<file path="config.mk">
export PLATFORM = sky130hd
export DESIGN_NAME = branch_ctrl
export DESIGN_NICKNAME = d
export VERILOG_FILES = /design/src/rtl/branch_ctrl.sv
export SDC_FILE = /design/constraint.sdc
export NUM_CORES = 1
export LEC_CHECK = 0
export BUFFER_PORTS_ARGS = -buffer_cell sky130_fd_sc_hd__buf_2
export CORE_MARGIN = 2
export CORE_UTILIZATION = 45
export DETAILED_ROUTE_END_ITERATION = 8
export PLACE_DENSITY_LB_ADDON = 0.3
export SLEW_MARGIN = 10
export SYNTH_ARGS = -nofsm -noshare
export SYNTH_HDL_FRONTEND = slang
export SYNTH_SLANG_ARGS = --single-unit
export TNS_END_PERCENT = 5
</file>
<file path="constraint.sdc">
create_clock -name clk -period 2.1 [get_ports clk]
set_input_delay 0.105 -clock clk [delete_from_list [all_inputs] [get_ports clk]]
set_output_delay 0.105 -clock clk [all_outputs]
set_load 0.005 [all_outputs]
</file>
<file path="src/rtl/branch_ctrl.sv">
// Branch resolution controller for the EX stage: holds the ALU flag register,
// resolves branches against bypassed flags, and sequences PC redirect and IF/ID flush.
module branch_ctrl #(
    parameter int AW           = 32,
    parameter int FLUSH_CYCLES = 2,
    parameter int CNT_W        = 16
) (
    input  logic             clk,
    input  logic             rst,
    input  logic             flags_we,
    input  logic [3:0]       flags_in,
    input  logic             br_valid,
    input  logic [2:0]       br_type,
    input  logic [AW-1:0]    br_target,
    output logic             br_ready,
    output logic             pc_load,
    output logic [AW-1:0]    pc_target,
    output logic             flush_if,
    output logic             flush_id,
    output logic [3:0]       flags_q,
    output logic [CNT_W-1:0] br_count,
    output logic [CNT_W-1:0] taken_count
);

    localparam int FCW = (FLUSH_CYCLES > 1) ? $clog2(FLUSH_CYCLES) : 1;
    localparam logic [FCW-1:0] FLUSH_LAST = FCW'(FLUSH_CYCLES - 1);

    typedef enum logic [0:0] {
        ST_IDLE  = 1'b0,
        ST_FLUSH = 1'b1
    } state_t;

    state_t           state_r;
    logic [FCW-1:0]   flush_cnt_r;
    logic             pc_load_r;
    logic [AW-1:0]    pc_target_r;
    logic             flush_if_r;
    logic             flush_id_r;
    logic [3:0]       flags_r;
    logic [CNT_W-1:0] br_count_r;
    logic [CNT_W-1:0] taken_count_r;

    logic [3:1]       eff_flags_s;
    logic             cond_s;
    logic             ready_s;
    logic             accept_s;
    logic             taken_s;

    // Condition decode over {GT, EQ, LT}; the carry flag does not steer branches.
    function automatic logic cond_true(input logic [2:0] typ, input logic [3:1] f);
        logic t;
        case (typ)
            3'b000:  t = f[2];
            3'b001:  t = ~f[2];
            3'b010:  t = f[3];
            3'b011:  t = f[1];
            3'b100:  t = f[3] | f[2];
            3'b101:  t = f[1] | f[2];
            3'b110:  t = 1'b1;
            3'b111:  t = 1'b0;
            default: t = 1'b0;
        endcase
        return t;
    endfunction

    function automatic logic [CNT_W-1:0] sat_inc(input logic [CNT_W-1:0] v);
        return (v == {CNT_W{1'b1}}) ? v : v + CNT_W'(1);
    endfunction

    // Branch evaluation with same-cycle flag bypass from the ALU.
    always_comb begin
        eff_flags_s = flags_r[3:1];
        if (flags_we) begin
            eff_flags_s = flags_in[3:1];
        end else begin
            eff_flags_s = flags_r[3:1];
        end
        cond_s   = cond_true(br_type, eff_flags_s);
        ready_s  = (state_r == ST_IDLE);
        accept_s = br_valid & ready_s;
        taken_s  = accept_s & cond_s;
    end

    // Redirect/flush sequencer: a taken branch opens a FLUSH_CYCLES-long flush window.
    always_ff @(posedge clk or posedge rst) begin
        if (rst) begin
            state_r     <= ST_IDLE;
            flush_cnt_r <= {FCW{1'b0}};
            pc_load_r   <= 1'b0;
            pc_target_r <= {AW{1'b0}};
            flush_if_r  <= 1'b0;
            flush_id_r  <= 1'b0;
        end else begin
            case (state_r)
                ST_IDLE: begin
                    if (taken_s) begin
                        state_r     <= ST_FLUSH;
                        flush_cnt_r <= FLUSH_LAST;
                        pc_load_r   <= 1'b1;
                        pc_target_r <= br_target;
                        flush_if_r  <= 1'b1;
                        flush_id_r  <= 1'b1;
                    end else begin
                        pc_load_r   <= 1'b0;
                        flush_if_r  <= 1'b0;
                        flush_id_r  <= 1'b0;
                    end
                end
                ST_FLUSH: begin
                    pc_load_r <= 1'b0;
                    if (flush_cnt_r == {FCW{1'b0}}) begin
                        state_r    <= ST_IDLE;
                        flush_if_r <= 1'b0;
                        flush_id_r <= 1'b0;
                    end else begin
                        flush_cnt_r <= flush_cnt_r - FCW'(1);
                        flush_if_r  <= 1'b1;
                        flush_id_r  <= 1'b1;
                    end
                end
                default: begin
                    state_r     <= ST_IDLE;
                    flush_cnt_r <= {FCW{1'b0}};
                    pc_load_r   <= 1'b0;
                    flush_if_r  <= 1'b0;
                    flush_id_r  <= 1'b0;
                end
            endcase
        end
    end

    // Architectural flags load on every ALU write, regardless of flush state.
    always_ff @(posedge clk or posedge rst) begin
        if (rst) begin
            flags_r <= 4'b0000;
        end else if (flags_we) begin
            flags_r <= flags_in;
        end else begin
            flags_r <= flags_r;
        end
    end

    // Saturating statistics; wrong-path branches during flush never reach accept_s.
    always_ff @(posedge clk or posedge rst) begin
        if (rst) begin
            br_count_r    <= {CNT_W{1'b0}};
            taken_count_r <= {CNT_W{1'b0}};
        end else if (accept_s) begin
            br_count_r <= sat_inc(br_count_r);
            if (taken_s) begin
                taken_count_r <= sat_inc(taken_count_r);
            end else begin
                taken_count_r <= taken_count_r;
            end
        end else begin
            br_count_r    <= br_count_r;
            taken_count_r <= taken_count_r;
        end
    end

    assign br_ready    = ready_s;
    assign pc_load     = pc_load_r;
    assign pc_target   = pc_target_r;
    assign flush_if    = flush_if_r;
    assign flush_id    = flush_id_r;
    assign flags_q     = flags_r;
    assign br_count    = br_count_r;
    assign taken_count = taken_count_r;

endmodule

</file>
==> results of run 1 <==
## cell type report
type	instances	area, sq um	area share
Inverter	8	30.0	0.00677
Clock buffer	9	124	0.0279
Sequential cell	71	1780	0.400
Tap cell	96	120	0.0271
Multi-Input combinational cell	151	1290	0.290
Clock inverter	7	120	0.0271
Timing Repair Buffer	153	978	0.220
## cells by family (layout without fill, tap and decap cells)
group,after synthesis,after routing,share of synthesized area
fa+ha+maj,2,2,0.00796
mux,39,39,0.173
buf+inv,15,177,0.0310
simple gates,71,71,0.122
flops,71,71,0.565
xor+xnor,25,25,0.0696
compound gates,14,14,0.0310
## power by group
group          internal [uW]  switching [uW]
combinational            990             621
clock                    793             528
sequential              1820             330
total                   3600            1480
## timing repair
| item | in CTS | in global routing |
|---|---|---|
| gates resized for setup | 0 | 3 |
| hold buffers | 31 | 0 |
| endpoints found under the setup margin | 0 | 33 |
| hold endpoints to repair | 51 | 0 |
## sequential cells by signal (all words and copies together), names as in the netlist
signal	cells
pc_target	32
br_count	16
taken_count	16
flags_q	4
flush_cnt_r	1
flush_id	1
pc_load	1
## per-layer routing
metal	share of wire	vias to the layer above	routed length (um)	global-route usage
li1	-	1144	-	-
met1	0.44	1130	3180	0.251
met2	0.48	89	3480	0.309
met3	0.069	9	505	0.0462
met4	0.015	0	111	0.0909
met5	0	-	0	0
## synth_stat cells, types with 6 or more instances
cell type                 count
sky130_fd_sc_hd__xor2_1       8
sky130_fd_sc_hd__a21oi_1      6
sky130_fd_sc_hd__inv_1        7
sky130_fd_sc_hd__nor3_1       8
sky130_fd_sc_hd__mux2_2       8
sky130_fd_sc_hd__nand3_1     11
sky130_fd_sc_hd__nand4_1      7
sky130_fd_sc_hd__dfrtp_1     71
sky130_fd_sc_hd__mux2_4      28
sky130_fd_sc_hd__nand2_1     16
sky130_fd_sc_hd__xnor2_1     17
sky130_fd_sc_hd__and3_1       8
sky130_fd_sc_hd__nor2_1       8
## worst register-to-register path: cells and delay by family (launching register included)
family	cells	cell delay [ns]
simple gates	1	0.28
compound gates	2	0.37
buf+inv	2	0.23
flops	1	0.41
mux	2	0.56
## per-stage QoR
step	cells	setup TNS [ns]	setup WS, ns	utilization
detailed placement	448	0	0.0477	0.569
finish	495	0	0.130	0.653
CTS	495	0	0.0153	0.651
global route	495	-0.000565	-0.000565	0.653
floorplan	237	0	0.198	-
global placement	448	0	0.142	0.569
## final timing paths
path / start / depth (start not counted) / to / slack (ns)
worst max-delay path: flags_q[2]$_DFFE_PP0P_ / 7 / pc_target[5]$_DFFE_PP0P_ / 0.13
worst min-delay path: br_target[13] / 2 / pc_target[13]$_DFFE_PP0P_ / 0.02
worst max register to register: flags_q[2]$_DFFE_PP0P_ / 7 / pc_target[5]$_DFFE_PP0P_ / 0.13
worst min register to register: br_count[7]$_DFFE_PP0P_ / 1 / br_count[7]$_DFFE_PP0P_ / 0.49
max in group asynchronous: rst / 5 / pc_target[10]$_DFFE_PP0P_ / 0.98
min in group asynchronous: rst / 3 / br_count[12]$_DFFE_PP0P_ / 0.35
==> report_table.html, run 1 <==
<table>
<tr><th>Metric</th><th>Value</th></tr>
<tr><th colspan="2">Power and ir drop</th></tr>
<tr><td>Post-route total power</td><td>5080 uW</td></tr>
<tr><td>Leakage Power</td><td>0.00222 uW</td></tr>
<tr><td>Power per Cell Area</td><td>1150 nW/um^2</td></tr>
<tr><td>Largest vdd supply drop</td><td>0.000520 V</td></tr>
<tr><th colspan="2">Worst hold path</th></tr>
<tr><td>Type of the most critical hold path</td><td>input pin to flip-flop</td></tr>
<tr><th colspan="2">Yosys</th></tr>
<tr><td>Post-synth top area cell</td><td>sky130_fd_sc_hd__dfrtp_1</td></tr>
<tr><td>Syn Std Cell Area</td><td>3140 sq um</td></tr>
<tr><td>Post-synthesis sequential element count</td><td>71</td></tr>
<tr><td>Average instance area after synthesis</td><td>13.3 sq um</td></tr>
<tr><td>Sequential fraction of the synthesis area</td><td>0.565</td></tr>
<tr><td>Count of unique library cells instantiated by Yosys</td><td>34</td></tr>
<tr><td>Share of async-settable or async-resettable flops after synthesis</td><td>1.00</td></tr>
<tr><td>Top_reg_cell synth</td><td>sky130_fd_sc_hd__dfrtp_1</td></tr>
<tr><td>Area fraction of the dominant cell type after synthesis</td><td>0.565</td></tr>
<tr><td>Synthesis Warnings</td><td>0</td></tr>
<tr><td>Count of flip-flops with a built-in enable after synthesis</td><td>0</td></tr>
<tr><td>Synthesized instance count</td><td>approximately 240</td></tr>
<tr><td>Synthesized netlist net count</td><td>282</td></tr>
<tr><td>Synth top area cells</td><td>sky130_fd_sc_hd__dfrtp_1 57%, sky130_fd_sc_hd__mux2_4 13%, sky130_fd_sc_hd__xnor2_1 4.7%</td></tr>
<tr><th colspan="2">Timing</th></tr>
<tr><td>WHS</td><td>0.0211 ns</td></tr>
<tr><td>Rel. slew slack</td><td>0.670</td></tr>
<tr><td>Post-layout minimum cycle time</td><td>1.97 ns</td></tr>
<tr><td>Number of hold violations in the final report</td><td>0</td></tr>
<tr><td>Clock tree skew after final layout</td><td>around 0.012 ns</td></tr>
<tr><td>Final setup violation count</td><td>0</td></tr>
<tr><td>Final-report max-slew violation count</td><td>0</td></tr>
<tr><td>Worst Max-Slew Pin Slew</td><td>0.495 ns</td></tr>
<tr><td>RSZ-0062 raised after global routing</td><td>yes</td></tr>
<tr><td>Highest Clock Rate</td><td>between 0.5 and 0.6 GHz</td></tr>
<tr><td>Final critical-path share of the clock period</td><td>0.938</td></tr>
<tr><th colspan="2">Clocking</th></tr>
<tr><td>CTS Buffer Depth</td><td>2</td></tr>
<tr><td>Clk sinks</td><td>71</td></tr>
<tr><td>Post-CTS repair timing setup buffer count</td><td>0</td></tr>
<tr><td>Number of levels the H-tree was split into</td><td>3</td></tr>
<tr><td>CTS tree</td><td>built</td></tr>
<tr><td>Source-to-sink clock delay at the later pin of the worst-skew pair</td><td>0.34 ns</td></tr>
<tr><td>Clock root cell</td><td>sky130_fd_sc_hd__clkbuf_8</td></tr>
<tr><td>CTS buffer count</td><td>9</td></tr>
<tr><td>Clock transition time at the flip-flop clock pins of the worst setup and hold paths</td><td>0.08 ns</td></tr>
<tr><th colspan="2">Layout</th></tr>
<tr><td>Leading cell types in the layout, fill and taps excluded</td><td>114 x sky130_fd_sc_hd__buf_2, 71 x sky130_fd_sc_hd__dfrtp_1, 31 x sky130_fd_sc_hd__dlygate4sd3_1</td></tr>
<tr><td>Layout overhead on the synthesized area</td><td>41.1%</td></tr>
<tr><td>Fraction of layout instances using a drive strength above 1</td><td>0.461</td></tr>
<tr><td>Area of all placed cells without fillers</td><td>4440 sq um</td></tr>
<tr><td>Number of nets in the layout</td><td>439</td></tr>
<tr><td>Number of antenna repair diodes</td><td>0</td></tr>
<tr><td>Fill cell instance count of the final layout</td><td>518</td></tr>
<tr><td>Leading cell type in the layout, fill and taps excluded</td><td>sky130_fd_sc_hd__buf_2</td></tr>
<tr><th colspan="2">Floorplanning</th></tr>
<tr><td>Core Box Area</td><td>just under 7000 sq um</td></tr>
<tr><td>Initial core utilization</td><td>0.463</td></tr>
<tr><td>Placement Rows</td><td>30</td></tr>
<tr><td>Die ar.</td><td>7670 sq um</td></tr>
<tr><td>Width of the chip</td><td>87.6 um</td></tr>
<tr><td>Height of the die</td><td>87.6 um</td></tr>
<tr><td>Ports placed on the boundary</td><td>115</td></tr>
<tr><th colspan="2">Critical path</th></tr>
<tr><td>Critical Path AT</td><td>between 2 and 2.5 ns</td></tr>
<tr><td>CP peak stage delay</td><td>between 0.4 and 0.5 ns</td></tr>
<tr><td>Capturing element type of the critical path</td><td>flip-flop</td></tr>
<tr><td>CP max stage cell</td><td>sky130_fd_sc_hd__dfrtp_1</td></tr>
<tr><td>Cell family with the largest share of critical-path delay</td><td>multiplexers</td></tr>
<tr><td>CP bufs+invs</td><td>2</td></tr>
<tr><td>Worst Setup Start Kind</td><td>flip-flop</td></tr>
<tr><td>Critical path start-end classification</td><td>flip-flop to flip-flop</td></tr>
<tr><td>Max FO, Critical Path</td><td>16</td></tr>
<tr><td>Cell-by-cell trace of the critical path</td><td>mux2i_4 &gt; inv_2 &gt; a22o_1 &gt; a2bb2oi_2 &gt; and3_4 &gt; buf_12 &gt; mux2_2</td></tr>
<tr><td>CP Data Required Time</td><td>2.32 ns</td></tr>
<tr><th colspan="2">Global routing</th></tr>
<tr><td>Global Route Usage Sum</td><td>0.194</td></tr>
<tr><td>Wire length of the first global-routing pass</td><td>between 10000 and 15000 um</td></tr>
<tr><td>Pin count of the biggest net entering global routing</td><td>38</td></tr>
<tr><td>Vias in the first global route</td><td>2368</td></tr>
<tr><td>Initial antenna violation count</td><td>0</td></tr>
<tr><td>Grt total ovfl</td><td>0</td></tr>
<tr><th colspan="2">Placement</th></tr>
<tr><td>Placed wire-length estimate after detailed placement</td><td>4670 um</td></tr>
<tr><td>Final weighted congestion in routability-driven placement</td><td>0.784</td></tr>
<tr><td>Buffers added on ports</td><td>114</td></tr>
<tr><td>Post-Place Cell Area</td><td>3870 sq um</td></tr>
<tr><th colspan="2">Routing</th></tr>
<tr><td>Vias per inst</td><td>roughly 4.8</td></tr>
<tr><td>Number of vias in the routed layout</td><td>2372</td></tr>
<tr><td>Drt total wl</td><td>7280 um</td></tr>
<tr><td>Total iterations of the first detailed-routing run</td><td>4</td></tr>
<tr><td>Post-detailed-route wirelength per cell</td><td>14.7 um</td></tr>
<tr><td>Post-route DRC violation count</td><td>0</td></tr>
<tr><td>First DRT Iteration DRCs</td><td>between 40 and 50</td></tr>
<tr><td>Count of antenna-violating nets left after detailed routing</td><td>0</td></tr>
<tr><th colspan="2">Run</th></tr>
<tr><td>Number of violations of the max-capacitance limit</td><td>0</td></tr>
<tr><th colspan="2">Status</th></tr>
<tr><td>Outcome</td><td>finished clean</td></tr>
</table>
(Power assumes the default switching activity.)
==> inputs of run 2 (changes only) <==
Settings changed: ABC_AREA set to 1.
==> run 2 against run 1 <==
Net effect:
- first-iteration DRC count grew 130%
- maximum frequency grew 9.0%
- sequential power shrank 2%
- clock power shrank 15%
- clock skew grew 0.0025 ns
- global-route usage grew 3.4 points
- non-clock buffer count grew 5
- critical path depth grew 2
- area after synthesis grew 11%
- hold slack gained 0.011 ns
- combinational power shrank 9%
==> report_table.html, run 2 <==
<table>
<tr><th>Metric</th><th>Value</th></tr>
<tr><th colspan="2">Yosys</th></tr>
<tr><td>Top_reg_cell synth</td><td>sky130_fd_sc_hd__dfrtp_1</td></tr>
<tr><td>Synthesis Warnings</td><td>0</td></tr>
<tr><td>Average instance area after synthesis</td><td>7.87 sq um</td></tr>
<tr><td>Sequential fraction of the synthesis area</td><td>0.510</td></tr>
<tr><td>Most instantiated cells after synthesis</td><td>212 x sky130_fd_sc_hd__nand2_1, 71 x sky130_fd_sc_hd__dfrtp_1, 27 x sky130_fd_sc_hd__nor2_1, 24 x sky130_fd_sc_hd__inv_1, 22 x sky130_fd_sc_hd__nand4_1</td></tr>
<tr><td>Post-synthesis sequential element count</td><td>71</td></tr>
<tr><td>Count of flip-flops with a built-in enable after synthesis</td><td>0</td></tr>
<tr><td>Synth top area cells</td><td>sky130_fd_sc_hd__dfrtp_1 51%, sky130_fd_sc_hd__nand2_1 23%, sky130_fd_sc_hd__nand4_1 3.9%</td></tr>
<tr><td>Syn Std Cell Area</td><td>approximately 3500 sq um</td></tr>
<tr><td>Synthesized netlist net count</td><td>488</td></tr>
<tr><td>Share of async-settable or async-resettable flops after synthesis</td><td>1.00</td></tr>
<tr><td>Most numerous cell in the Yosys netlist</td><td>sky130_fd_sc_hd__nand2_1</td></tr>
<tr><td>Post-synth top area cell</td><td>sky130_fd_sc_hd__dfrtp_1</td></tr>
<tr><td>Area fraction of the dominant cell type after synthesis</td><td>0.510</td></tr>
<tr><td>Count of unique library cells instantiated by Yosys</td><td>25</td></tr>
<tr><td>Synthesized instance count</td><td>approximately 440</td></tr>
<tr><th colspan="2">Clocking</th></tr>
<tr><td>Post-CTS repair timing setup buffer count</td><td>0</td></tr>
<tr><td>CTS buffer count</td><td>9</td></tr>
<tr><td>CTS Buffer Depth</td><td>2</td></tr>
<tr><td>Clk sinks</td><td>71</td></tr>
<tr><td>Number of levels the H-tree was split into</td><td>3</td></tr>
<tr><td>Clock root cell</td><td>sky130_fd_sc_hd__clkbuf_8</td></tr>
<tr><td>Clock transition time at the flip-flop clock pins of the worst setup and hold paths</td><td>0.08 ns</td></tr>
<tr><td>Source-to-sink clock delay at the later pin of the worst-skew pair</td><td>0.34 ns</td></tr>
<tr><td>CTS tree</td><td>built</td></tr>
<tr><th colspan="2">Floorplanning</th></tr>
<tr><td>Height of the die</td><td>92.0 um</td></tr>
<tr><td>Die ar.</td><td>8470 sq um</td></tr>
<tr><td>Placement Rows</td><td>32</td></tr>
<tr><td>Core Box Area</td><td>7610 sq um</td></tr>
<tr><td>Width of the chip</td><td>92.0 um</td></tr>
<tr><td>Initial core utilization</td><td>0.458</td></tr>
<tr><td>Ports placed on the boundary</td><td>115</td></tr>
<tr><th colspan="2">Layout</th></tr>
<tr><td>Area of all placed cells without fillers</td><td>approximately 4700 sq um</td></tr>
<tr><td>Fill cell instance count of the final layout</td><td>between 600 and 700</td></tr>
<tr><td>Number of flip-flops under the largest register name</td><td>32</td></tr>
<tr><td>Number of antenna repair diodes</td><td>0</td></tr>
<tr><td>Layout overhead on the synthesized area</td><td>36.0%</td></tr>
<tr><td>Fraction of layout instances using a drive strength above 1</td><td>0.250</td></tr>
<tr><td>Number of nets in the layout</td><td>643</td></tr>
<tr><td>Leading cell types in the layout, fill and taps excluded</td><td>211 x sky130_fd_sc_hd__nand2_1, 114 x sky130_fd_sc_hd__buf_2, 71 x sky130_fd_sc_hd__dfrtp_1</td></tr>
<tr><td>Leading cell type in the layout, fill and taps excluded</td><td>sky130_fd_sc_hd__nand2_1</td></tr>
<tr><th colspan="2">Routing</th></tr>
<tr><td>Count of antenna-violating nets left after detailed routing</td><td>0</td></tr>
<tr><td>Number of vias in the routed layout</td><td>between 3000 and 4000</td></tr>
<tr><td>Total iterations of the first detailed-routing run</td><td>4</td></tr>
<tr><td>Drt total wl</td><td>between 9000 and 10000 um</td></tr>
<tr><td>First DRT Iteration DRCs</td><td>approximately 110</td></tr>
<tr><td>Vias per inst</td><td>roughly 4.8</td></tr>
<tr><td>Post-route DRC violation count</td><td>0</td></tr>
<tr><td>Post-detailed-route wirelength per cell</td><td>approximately 13 um</td></tr>
<tr><th colspan="2">Timing</th></tr>
<tr><td>Worst Max-Slew Pin Slew</td><td>0.722 ns</td></tr>
<tr><td>Rel. slew slack</td><td>0.518</td></tr>
<tr><td>Clock tree skew after final layout</td><td>0.0142 ns</td></tr>
<tr><td>Final critical-path share of the clock period</td><td>0.861</td></tr>
<tr><td>RSZ-0062 raised after global routing</td><td>no</td></tr>
<tr><td>Post-layout minimum cycle time</td><td>1.81 ns</td></tr>
<tr><td>Number of hold violations in the final report</td><td>0</td></tr>
<tr><td>Final setup violation count</td><td>0</td></tr>
<tr><td>Final-report max-slew violation count</td><td>0</td></tr>
<tr><td>Setup TNS</td><td>0 ns</td></tr>
<tr><td>Highest Clock Rate</td><td>0.553 GHz</td></tr>
<tr><td>WHS</td><td>between 0.03 and 0.04 ns</td></tr>
<tr><th colspan="2">Placement</th></tr>
<tr><td>Buffers added on ports</td><td>114</td></tr>
<tr><td>Post-Place Cell Area</td><td>between 4000 and 5000 sq um</td></tr>
<tr><td>Placed wire-length estimate after detailed placement</td><td>approximately 6000 um</td></tr>
<tr><td>Final weighted congestion in routability-driven placement</td><td>0.828</td></tr>
<tr><th colspan="2">Run</th></tr>
<tr><td>Number of violations of the max-capacitance limit</td><td>0</td></tr>
<tr><th colspan="2">Critical path</th></tr>
<tr><td>Critical Path AT</td><td>2.04 ns</td></tr>
<tr><td>Critical path start-end classification</td><td>flip-flop to flip-flop</td></tr>
<tr><td>Max FO, Critical Path</td><td>9</td></tr>
<tr><td>Capturing element type of the critical path</td><td>flip-flop</td></tr>
<tr><td>Worst Setup Start Kind</td><td>flip-flop</td></tr>
<tr><td>CP Data Required Time</td><td>2.33 ns</td></tr>
<tr><th colspan="2">Global routing</th></tr>
<tr><td>Wire length of the first global-routing pass</td><td>15600 um</td></tr>
<tr><td>Global Route Usage Sum</td><td>0.228</td></tr>
<tr><td>Pin count of the biggest net entering global routing</td><td>35</td></tr>
<tr><td>Initial antenna violation count</td><td>0</td></tr>
<tr><td>Grt total ovfl</td><td>0</td></tr>
<tr><td>Vias in the first global route</td><td>between 3000 and 4000</td></tr>
<tr><th colspan="2">Power and ir drop</th></tr>
<tr><td>Power per Cell Area</td><td>about 990 nW/um^2</td></tr>
<tr><td>Largest vdd supply drop</td><td>0.000624 V</td></tr>
<tr><td>Leakage Power</td><td>approximately 0.0025 uW</td></tr>
<tr><th colspan="2">Status</th></tr>
<tr><td>Outcome</td><td>finished clean</td></tr>
<tr><th colspan="2">Worst hold path</th></tr>
<tr><td>Type of the most critical hold path</td><td>input pin to flip-flop</td></tr>
</table>
## run 2: cell count changes after synthesis, sizes merged, moves of 4 or more
cell,delta
o21ai,+13
a21oi,-4
mux2,-36
nand4,+15
nand3,+8
nor2,+19
inv,+18
nand2,+199
xnor2,-6
and3,-8
buf,+7
## run 2: final timing paths
| check | start | to | slack, ns | depth (start not counted) |
|---|---|---|---|---|
| max | taken_count[0]$_DFFE_PP0P_ | taken_count[15]$_DFFE_PP0P_ | 0.29 | 9 |
| max in group asynchronous | rst | br_count[4]$_DFFE_PP0P_ | 1.04 | 4 |
| max reg2reg | taken_count[0]$_DFFE_PP0P_ | taken_count[15]$_DFFE_PP0P_ | 0.29 | 9 |
| min in group asynchronous | rst | pc_target[13]$_DFFE_PP0P_ | 0.42 | 3 |
| min reg2reg | flags_q[0]$_DFFE_PP0P_ | flags_q[0]$_DFFE_PP0P_ | 0.47 | 2 |
| min | flags_in[1] | flags_q[1]$_DFFE_PP0P_ | 0.03 | 3 |
## run 2: power by group
group	internal [uW]	total [uW]	switching [uW]
registers	1790	2110	325
logic	667	1470	807
clock network	585	1120	530
## run 2: what timing repair did
| action | in CTS | in global routing |
|---|---|---|
| hold buffers | 35 | 0 |
| hold endpoints to repair | 64 | 0 |
| gates resized for setup | 0 | 3 |
| setup endpoints to repair | 0 | 15 |
## run 2: per-stage QoR
step                cells  utilization  setup WS, ns  power (uW)
finish                705        0.623         0.293        4700
CTS                   705        0.622         0.172        4710
global placement      654        0.549         0.303        3470
floorplan             443            -         0.198        2860
detailed placement    654        0.549         0.196        3530
global route          705        0.623        0.0831        5070
## run 2: layout make-up
cell class	instances	area [sq um]	area share
multi-input cells	331	1530	0.322
clock buffers	10	138	0.0290
well taps	102	128	0.0269
flip-flops and latches	71	1780	0.375
repair buffers	158	1000	0.211
inverters	27	103	0.0216
clock inverters	6	67.6	0.0142
## run 2: cells by family after synthesis
| group | share of synthesized area |
|---|---|
| simple gates | 0.344 |
| flops | 0.510 |
| buf+inv | 0.0556 |
| xor+xnor | 0.0553 |
| compound gates | 0.0280 |
| fa+ha+maj | 0.00718 |
## run 2: worst max-delay path, cell delays in order (launching register included)
cell                      delay [ns]
sky130_fd_sc_hd__dfrtp_1        0.43
sky130_fd_sc_hd__ha_1           0.25
sky130_fd_sc_hd__nand2_1        0.09
sky130_fd_sc_hd__nor2_2         0.18
sky130_fd_sc_hd__nand2_1        0.10
sky130_fd_sc_hd__nor2_1         0.13
sky130_fd_sc_hd__nand2_2        0.15
sky130_fd_sc_hd__buf_4          0.22
sky130_fd_sc_hd__nand4_1        0.09
sky130_fd_sc_hd__nand2_1        0.05
## run 2: per-layer routing
metal | global-route usage | part of all wire
met5 | 0 | 0
met4 | 0.0833 | 0.015
met3 | 0.0509 | 0.063
met2 | 0.373 | 0.48
met1 | 0.299 | 0.44
